File: src/rtl/mem_port_arbiter.sv
// Memory port arbiter: shares one byte-wide RAM port between the instruction
// fetch unit (4-byte reads) and the load/store buffer (1/2/4-byte accesses).
module mem_port_arbiter #(
   parameter int unsigned IO_SEL_HI = 17
) (
   input  logic        clk,
   input  logic        rst,
   input  logic        rob_rollback_in,
   input  logic        if_request_in,
   input  logic [31:0] if_address_in,
   output logic        if_ready_out,
   output logic [31:0] if_data_out,
   input  logic        lsb_request_in,
   input  logic        lsb_rw_signal_in,
   input  logic [31:0] lsb_address_in,
   input  logic [2:0]  lsb_goal_in,
   input  logic [31:0] lsb_data_in,
   output logic        lsb_ready_out,
   output logic [31:0] lsb_data_out,
   output logic [31:0] ram_address_out,
   output logic [7:0]  ram_data_out,
   output logic        ram_rw_signal_out,
   input  logic [7:0]  ram_data_in,
   input  logic        io_buffer_full_in
);

   typedef enum logic [1:0] {StIdle, StRead, StWrite} state_e;

   state_e      state_q, state_d;
   logic [2:0]  cnt_q, cnt_d;
   logic [2:0]  len_q, len_d;
   logic [31:0] base_q, base_d;
   logic [31:0] wdata_q, wdata_d;
   logic [31:0] rdata_q, rdata_d;
   logic        lsb_own_q, lsb_own_d;
   logic        if_ready_q, if_ready_d;
   logic        lsb_ready_q, lsb_ready_d;
   logic [31:0] if_data_q, if_data_d;
   logic [31:0] lsb_data_q, lsb_data_d;
   logic        pend_q, pend_d;
   logic        pend_rw_q, pend_rw_d;
   logic [31:0] pend_addr_q, pend_addr_d;
   logic [31:0] pend_data_q, pend_data_d;
   logic [2:0]  pend_len_q, pend_len_d;

   logic        take_pend;
   logic [31:0] addr_cur;
   logic        io_stall;
   logic        cool;
   logic [1:0]  rd_lane;

   // Illegal byte counts fall back to a full word.
   function automatic logic [2:0] goal_len(input logic [2:0] goal);
      return (goal == 3'd1 || goal == 3'd2) ? goal : 3'd4;
   endfunction

   assign addr_cur = base_q + {29'd0, cnt_q};
   assign io_stall = (addr_cur[IO_SEL_HI -: 2] == 2'b11) && io_buffer_full_in;
   // A ready pulse marks the mandatory idle cycle after a completion.
   assign cool     = if_ready_q | lsb_ready_q;
   // The byte arriving now was addressed one cycle earlier.
   assign rd_lane  = cnt_q[1:0] - 2'd1;

   // Pending LSB slot: latch when empty, drop loads on rollback, free when taken.
   always_comb begin
      pend_d      = pend_q;
      pend_rw_d   = pend_rw_q;
      pend_addr_d = pend_addr_q;
      pend_data_d = pend_data_q;
      pend_len_d  = pend_len_q;
      if (take_pend) pend_d = 1'b0;
      if (rob_rollback_in && !pend_rw_q) pend_d = 1'b0;
      if (lsb_request_in && !pend_q && (lsb_rw_signal_in || !rob_rollback_in)) begin
         pend_d      = 1'b1;
         pend_rw_d   = lsb_rw_signal_in;
         pend_addr_d = lsb_address_in;
         pend_data_d = lsb_data_in;
         pend_len_d  = goal_len(lsb_goal_in);
      end
   end

   // Transaction FSM: request selection, byte sequencing and completion.
   always_comb begin
      state_d     = state_q;
      cnt_d       = cnt_q;
      len_d       = len_q;
      base_d      = base_q;
      wdata_d     = wdata_q;
      rdata_d     = rdata_q;
      lsb_own_d   = lsb_own_q;
      if_ready_d  = 1'b0;
      lsb_ready_d = 1'b0;
      if_data_d   = if_data_q;
      lsb_data_d  = lsb_data_q;
      take_pend   = 1'b0;
      unique case (state_q)
         StIdle: begin
            if (!cool) begin
               if (pend_q && (pend_rw_q || !rob_rollback_in)) begin
                  take_pend = 1'b1;
                  base_d    = pend_addr_q;
                  len_d     = pend_len_q;
                  wdata_d   = pend_data_q;
                  lsb_own_d = 1'b1;
                  cnt_d     = 3'd0;
                  rdata_d   = '0;
                  state_d   = pend_rw_q ? StWrite : StRead;
               end else if (if_request_in && !rob_rollback_in) begin
                  base_d    = if_address_in;
                  len_d     = 3'd4;
                  lsb_own_d = 1'b0;
                  cnt_d     = 3'd0;
                  rdata_d   = '0;
                  state_d   = StRead;
               end
            end
         end
         StRead: begin
            if (rob_rollback_in) begin
               state_d = StIdle;
               cnt_d   = 3'd0;
            end else begin
               if (cnt_q != 3'd0) rdata_d[{rd_lane, 3'b000} +: 8] = ram_data_in;
               if (cnt_q == len_q) begin
                  state_d = StIdle;
                  cnt_d   = 3'd0;
                  if (lsb_own_q) begin
                     lsb_ready_d = 1'b1;
                     lsb_data_d  = rdata_d;
                  end else begin
                     if_ready_d = 1'b1;
                     if_data_d  = rdata_d;
                  end
               end else begin
                  cnt_d = cnt_q + 3'd1;
               end
            end
         end
         StWrite: begin
            if (!io_stall) begin
               if (cnt_q == len_q - 3'd1) begin
                  state_d     = StIdle;
                  cnt_d       = 3'd0;
                  lsb_ready_d = 1'b1;
               end else begin
                  cnt_d = cnt_q + 3'd1;
               end
            end
         end
         default: state_d = StIdle;
      endcase
   end

   // RAM port drive: quiet in idle, write strobe withheld while the I/O sink is full.
   always_comb begin
      ram_address_out   = '0;
      ram_data_out      = '0;
      ram_rw_signal_out = 1'b0;
      unique case (state_q)
         StRead: ram_address_out = addr_cur;
         StWrite: begin
            ram_address_out   = addr_cur;
            ram_data_out      = wdata_q[{cnt_q[1:0], 3'b000} +: 8];
            ram_rw_signal_out = !io_stall;
         end
         default: ;
      endcase
   end

   assign if_ready_out  = if_ready_q;
   assign if_data_out   = if_data_q;
   assign lsb_ready_out = lsb_ready_q;
   assign lsb_data_out  = lsb_data_q;

   // State registers with asynchronous active-low reset.
   always_ff @(posedge clk or negedge rst) begin
      if (!rst) begin
         state_q     <= StIdle;
         cnt_q       <= '0;
         len_q       <= '0;
         base_q      <= '0;
         wdata_q     <= '0;
         rdata_q     <= '0;
         lsb_own_q   <= 1'b0;
         if_ready_q  <= 1'b0;
         lsb_ready_q <= 1'b0;
         if_data_q   <= '0;
         lsb_data_q  <= '0;
         pend_q      <= 1'b0;
         pend_rw_q   <= 1'b0;
         pend_addr_q <= '0;
         pend_data_q <= '0;
         pend_len_q  <= '0;
      end else begin
         state_q     <= state_d;
         cnt_q       <= cnt_d;
         len_q       <= len_d;
         base_q      <= base_d;
         wdata_q     <= wdata_d;
         rdata_q     <= rdata_d;
         lsb_own_q   <= lsb_own_d;
         if_ready_q  <= if_ready_d;
         lsb_ready_q <= lsb_ready_d;
         if_data_q   <= if_data_d;
         lsb_data_q  <= lsb_data_d;
         pend_q      <= pend_d;
         pend_rw_q   <= pend_rw_d;
         pend_addr_q <= pend_addr_d;
         pend_data_q <= pend_data_d;
         pend_len_q  <= pend_len_d;
      end
   end

endmodule

File: config.mk
export PLATFORM = sky130hd
export DESIGN_NAME = mem_port_arbiter
export DESIGN_NICKNAME = d
export VERILOG_FILES = /design/src/rtl/mem_port_arbiter.sv
export SDC_FILE = /design/constraint.sdc
export NUM_CORES = 1
export LEC_CHECK = 0
export ABC_AREA = 1
export BUFFER_PORTS_ARGS = -buffer_cell sky130_fd_sc_hd__buf_2
export CORE_UTILIZATION = 43
export CTS_BUF_LIST = sky130_fd_sc_hd__clkbuf_2
export DETAILED_ROUTE_END_ITERATION = 10
export GPL_TIMING_DRIVEN = 0
export PLACE_DENSITY_LB_ADDON = 0.1
export SLEW_MARGIN = 40
export SYNTH_ARGS = -nofsm -noshare
export SYNTH_HDL_FRONTEND = slang
export SYNTH_SLANG_ARGS = --single-unit
File: constraint.sdc
create_clock -name clk -period 2.4 [get_ports clk]
set_input_delay 0.24 -clock clk [delete_from_list [all_inputs] [get_ports clk]]
set_output_delay 0.24 -clock clk [all_outputs]
set_load 0.005 [all_outputs]
Word level (Yosys, flattened, before mapping)
Cells that the tools add are included.
{ "word_totals": {"out_inout_bits": 107, "register_bits": 240, "inputBits": 114, "word_cells": 118} }
{ "op_classes": {"n_shift": 3, "addsub": 5, "n_eq_ne": 13, "muxes": 50, "bitwise_logic": 4, "n_reduce_logical": 27} }
{ "ops": {"columns": ["op", "n"], "rows": [
  ["2-to-1 mux 32 bit", 8],
  ["one-hot mux 32 bit (2 select lines)", 1],
  ["adder 32 x 3 -> 32 bit", 1],
  ["bitwise mux 32 bit", 1],
  ["variable shift 8 x 7 -> 32 bit, first input constant", 1],
  ["indexed part select 32 x 6 -> 8 bit", 1],
  ["indexed part select 8 x 7 -> 32 bit", 1],
  ["2-to-1 mux 3 bit", 10],
  ["2-to-1 mux 1 bit", 18],
  ["2-to-1 mux 2 bit", 8],
  ["AND reduction 4 bit", 4],
  ["one-hot mux 3 bit (3 select lines)", 1],
  ["nonzero test 3 bit", 3],
  ["2-to-1 mux 8 bit", 1],
  ["!= test 2 bit, second input constant", 4],
  ["negation 5 -> 7 bit", 1],
  ["== test 3 bit", 2],
  ["logical AND 1 bit", 6],
  ["!= test 3 bit, second input constant", 2],
  ["one-hot mux 2 bit (3 select lines)", 1],
  ["AND reduction 3 bit", 2],
  ["AND reduction 5 bit", 1],
  ["== test 2 bit, second input constant", 2],
  ["zero test 1 bit", 4],
  ["other kinds (13)", 18]
]} }

Longest topological paths before layout
{ "depth": {"ltp_word": 9, "depth_mapped": 13, "mapped_depth_nobuf": 13} }

Worst setup path after synthesis
OpenSTA, ideal clock, no wires.
{ "synth_timing": {"path_kind": "register to register", "start": "register cnt_q[0]", "end": "register rdata_q[29]", "slack_ps": -104, "arrival_ps": 2408, "setup_time_ps": 95, "t_required_ps": 2305, "stages_incl_launch_ff": 12, "synth_period_minus_slack_ps": 2504, "path_buffers": 4, "cell_sequence": "dfrtp_1 buf_2 clkinv_1 buf_2 clkbuf_1 ha_1 nor2_1 buf_2 nand2_1 nand2_1 o21ai_0 o31ai_1"} }
{ "synth_between": {"elab_chain_cells": 7, "elab_cells_between_ends": 9, "classes_between": "add/sub (2); shift (2); mux (4); reduce/logical (1)"} }
{ "synth_lines": {"columns": ["item", "line_no", "source"], "rows": [
  ["start, declared", "30", "logic [2:0] cnt_q, cnt_d;"],
  ["start signal, assigned", "196", "cnt_q <= cnt_d;"],
  ["subtractor 2 x 1 -> 2 bit", "62", "assign rd_lane = cnt_q[1:0] - 2'd1;"],
  ["negation 5 -> 7 bit", "123", "if (cnt_q != 3'd0) rdata_d[{rd_lane, 3'b000} +: 8] = ram_data_in;"],
  ["indexed part select 8 x 7 -> 32 bit / variable shift 8 x 7 -> 32 bit (equally long branches)", "123", null],
  ["bitwise mux 32 bit", "123", null],
  ["2-to-1 mux 32 bit *", "123", null],
  ["2-to-1 mux 32 bit *", "119", "if (rob_rollback_in) begin"],
  ["one-hot mux 32 bit (2 select lines) *", "96", "unique case (state_q)"],
  ["end signal, assigned", "200", "rdata_q <= rdata_d;"],
  ["end, declared", "34", "logic [31:0] rdata_q, rdata_d;"]
]} }
Mark *: on every way between the ends. The rest lies on a longest branch, timed or not. The select of a mux whose other input is x is not followed.
A chain may end at the register's enable or synchronous reset.

Worst setup path after layout
{ "layout_timing": {"start": "register cnt_q[0]", "end": "output ram_address_out[28]"} }
{ "layout_between": {"elab_chain_cells": 2} }
{ "layout_lines": {"columns": ["item", "line_no", "source"], "rows": [
  ["adder 32 x 3 -> 32 bit", "57", "assign addr_cur = base_q + {29'd0, cnt_q};"],
  ["2-to-1 mux 32 bit", "159", "unique case (state_q)"],
  ["end, declared", "20", "output logic [31:0] ram_address_out,"]
]} }
Every way passes these cells.

==> impl_metrics.yaml <==
outcome:
  status: "finished with violations"
  violations: "setup timing"
logic_synthesis:
  synth_area_leaders: "dfrtp_1 (53%), nand2_1 (12%), o21ai_0 (8.3%)"
  yosysUniqueCellTypes: 40
  synth_compound_area_share_pct: 13.1
  synthAdderAreaFrac_pct: 1.71
  ys_seq_area_share_pct: 52.7
  synth_mux_area_share_pct: 2.27
  synth_warnings: 0
  synth_cells: 1380
  synthSimpleGateAreaFrac_pct: 21.4
  synth_xor_area_share_pct: 1.06
  synth_top_family_by_area: "simple AND/OR/NAND/NOR gates"
  netlist.area_leader.share_pct: 52.7
  syn_area_per_cell_sq_um: 8.26
  synth_area_leader_cell: "dfrtp_1"
  synth_seq_cells: 240
  syn_nets: 1509
  netlist_area_sq_um: 11400
worst_hold_path:
  holdCritPathClass: "in2reg"
  worstHoldEndpoint: "state_q[0]"
  min_from: "if_request_in"
  min_path_cells: 9
setup_path:
  crit_arrival_ns: 2.77
  worstPathMaxFanout: 2
  timing.rr.start: "cnt_q[1]"
  setup.worst_path.end_class: "primary output"
  ff2ff_path_depth: 14
  r2r-end: "if_data_out[30]"
  startpoint_type: "flop"
  crit_type: "reg2out"
  rrSetupSlack_ns: 0.06
  crit_required_ns: 2.16
placement:
  port-buffer-count: 220
  dp.final_hpwl_mm: 24.2
  placed_area_sq_um: 13000
  gp_congestion: 0.913
route:
  vias: 11300
  ant_nets: 0
  drtPass1Iterations: 5
  first_iter_violations: 673
  drc: 0
  wl_mm: 36.1
  via_per_inst: 5.06
  wl_per_cell_um: 16.1
layout:
  nNetsFinal: 1997
  fillers: 2298
  area_growth_pct: 44.6
  drive_gt1_share_pct: 32.9
  fin_area_sq_um: 16500
  multi_input_area_sq_um: 5250
  post-route-util_pct: 63.3
  final_cell_mix: "nand2_1 (359), dfrtp_1 (236), buf_2 (225)"
  final_common_cell: "nand2_1"
  seqCellArea_sq_um: 6010
sta:
  max_freq_ghz: 0.333
  fin_crit_sh_pct: 125
  setup_viol: 34
  slew_viol_final: 0
  skew_ns: 0.0658
  finalWorstSetupSlack_ns: -0.606
  tightest_slew_ns: 0.571
  finalCriticalPeriod_ns: 3.01
  rsz0062_at_grt: "true"
  report.final.hold_viol_count: 0
  maxSlewHeadroom_pct: 62.0
pwr:
  leakage_nw: 8.15
  power_density_nw_per_um2: 1100
  vdd_drop_max_v: 0.000441
clock_tree:
  cts_tree: "built"
  clk_path_buf_depth: 3
  cts_root_buf: "clkbuf_2"
  clk_pin_slew_worst_paths_ns: 0.10
  clk_latency_ns: 0.82
  h-tree-depth: 3
  clkSinkCount: 240
  cts_buffers: 67
global_route:
  grt-ovfl-total: 0
  grt_max_degree: 74
  grt_pass1_vias: 11000
  antenna_found_initial: 2
  grt_pass1_wl_mm: 56.3
  grtUsageTotal_pct: 26.9
floorplanning:
  start_util_pct: 43.8
  io_pins: 221
  dieArea_sq_um: 27200
  core_sq_um: 26100
  die_w_um: 165
  rows: 59
  die_h_um: 165
flow_run:
  maxCapViolations: 0
## power breakdown
part	internal [mW]	total (mW)	switching [mW]
logic	3.81	8.88	5.07
registers	5.46	6.40	0.942
clock network	1.13	2.82	1.68
## state kept, by name (all words and copies together), names as in the netlist, 3 cells and up
signal        cells
base_q           32
cnt_q             3
if_data_out      32
len_q             3
lsb_data_out     32
pend_addr_q      32
pend_data_q      32
pend_len_q        3
rdata_q          32
wdata_q          32
## Yosys cell counts
cell type / n
nand2_2: 2
xor2_1: 8
nand3_1: 39
ha_1: 14
o211ai_1: 17
nand2_1: 374
nor3b_1: 1
nand3b_1: 2
mux2_2: 23
buf_4: 5
buf_2: 17
nand3_2: 2
clkbuf_1: 38
or2_2: 1
o21a_1: 3
buf_1: 5
and3_1: 1
nor2_1: 114
o21ai_0: 189
o22ai_1: 4
o21ai_1: 4
clkbuf_2: 2
fa_1: 1
inv_4: 1
a21oi_1: 37
a31oi_1: 15
and2_1: 1
dfrtp_1: 240
nor2_2: 3
inv_2: 4
xnor2_1: 4
nor3_4: 2
xnor2_2: 1
nand4_1: 31
nor3_1: 18
o31ai_1: 9
buf_6: 3
a211oi_1: 1
clkinv_1: 4
inv_1: 140
## cell families (layout without fill, tap and decap cells)
group | count (synthesis) | count (layout)
flip-flops | 240 | 240
AO/OA/AOI/OAI | 279 | 279
XOR/XNOR | 13 | 13
AND/OR/NAND/NOR | 591 | 591
other | 0 | 3
adder cells (fa/ha/maj) | 15 | 15
multiplexers | 23 | 23
buffers and inverters | 219 | 742
## routing by layer
layer	vias up	wire length (um)	global-route usage [%]
met3	59	2050	5.60
met4	0	739	8.47
li1	5482	-	-
met1	5428	15800	35.2
met5	-	0	0
met2	368	17500	44.6
## worst max path at each step
stage / to / cells past startpoint / slack, ns / from
floorplan: if_data_out[0] / 11 / 0.03 / cnt_q[0]
global placement: pend_data_q[16] / 1 / -3.34 / rst
detailed placement: rdata_q[27] / 11 / -0.70 / cnt_q[0]
CTS: ram_address_out[24] / 11 / -0.62 / base_q[0]
global route: ram_address_out[26] / 11 / -0.77 / cnt_q[0]
finish: ram_address_out[28] / 12 / -0.61 / cnt_q[0]
## cell type report
class	count	area share (%)
Clock buffer	94	2.85
Antenna cell	3	0.0455
Sequential cell	240	36.4
Inverter	149	3.62
Tap cell	335	2.54
Multi-Input combinational cell	921	31.8
Timing Repair Buffer	421	19.4
Buffer	67	2.78
Timing Repair inverter	1	0.0986
Clock inverter	10	0.410
## critical path, cell delays in order, from the launching register on
cell	delay, ns
dfrtp_2	0.46
ha_4	0.18
fa_2	0.38
nand3_2	0.10
nand2_4	0.07
buf_4	0.14
buf_6	0.11
inv_4	0.05
nor2_2	0.04
nand4_1	0.12
xor2_1	0.15
nor2_1	0.05
buf_2	0.14
## repair_timing
item                                    in CTS  in global routing
hold endpoints to repair                   397                  0
cloned                                       4                  1
pin swaps                                   44                 41
setup buffers                               51                 35
resized for setup                          251                 96
endpoints found under the setup margin     142                139
hold buffers                               115                  0
## metrics by stage
| step | setup TNS (ns) | setup slack (ns) | std cells | hold WS, ns | power (mW) |
|---|---|---|---|---|---|
| 2_1_floorplan | 0 | 0.0331 | 1380 | -0.0556 | 10.3 |
| 3_3_place_gp | -841.09 | -3.34 | 1935 | 0.445 | 12.7 |
| 3_5_place_dp | -50.69 | -0.698 | 1938 | 0.122 | 12.9 |
| 4_1_cts | -16.96 | -0.620 | 2210 | 0.0428 | 17.2 |
| 5_1_grt | -19.61 | -0.775 | 2241 | 0.0974 | 19.5 |
| 6_report | -13.55 | -0.606 | 2241 | 0.110 | 18.1 |
No activity file was read; power rests on OpenSTA's default activity.
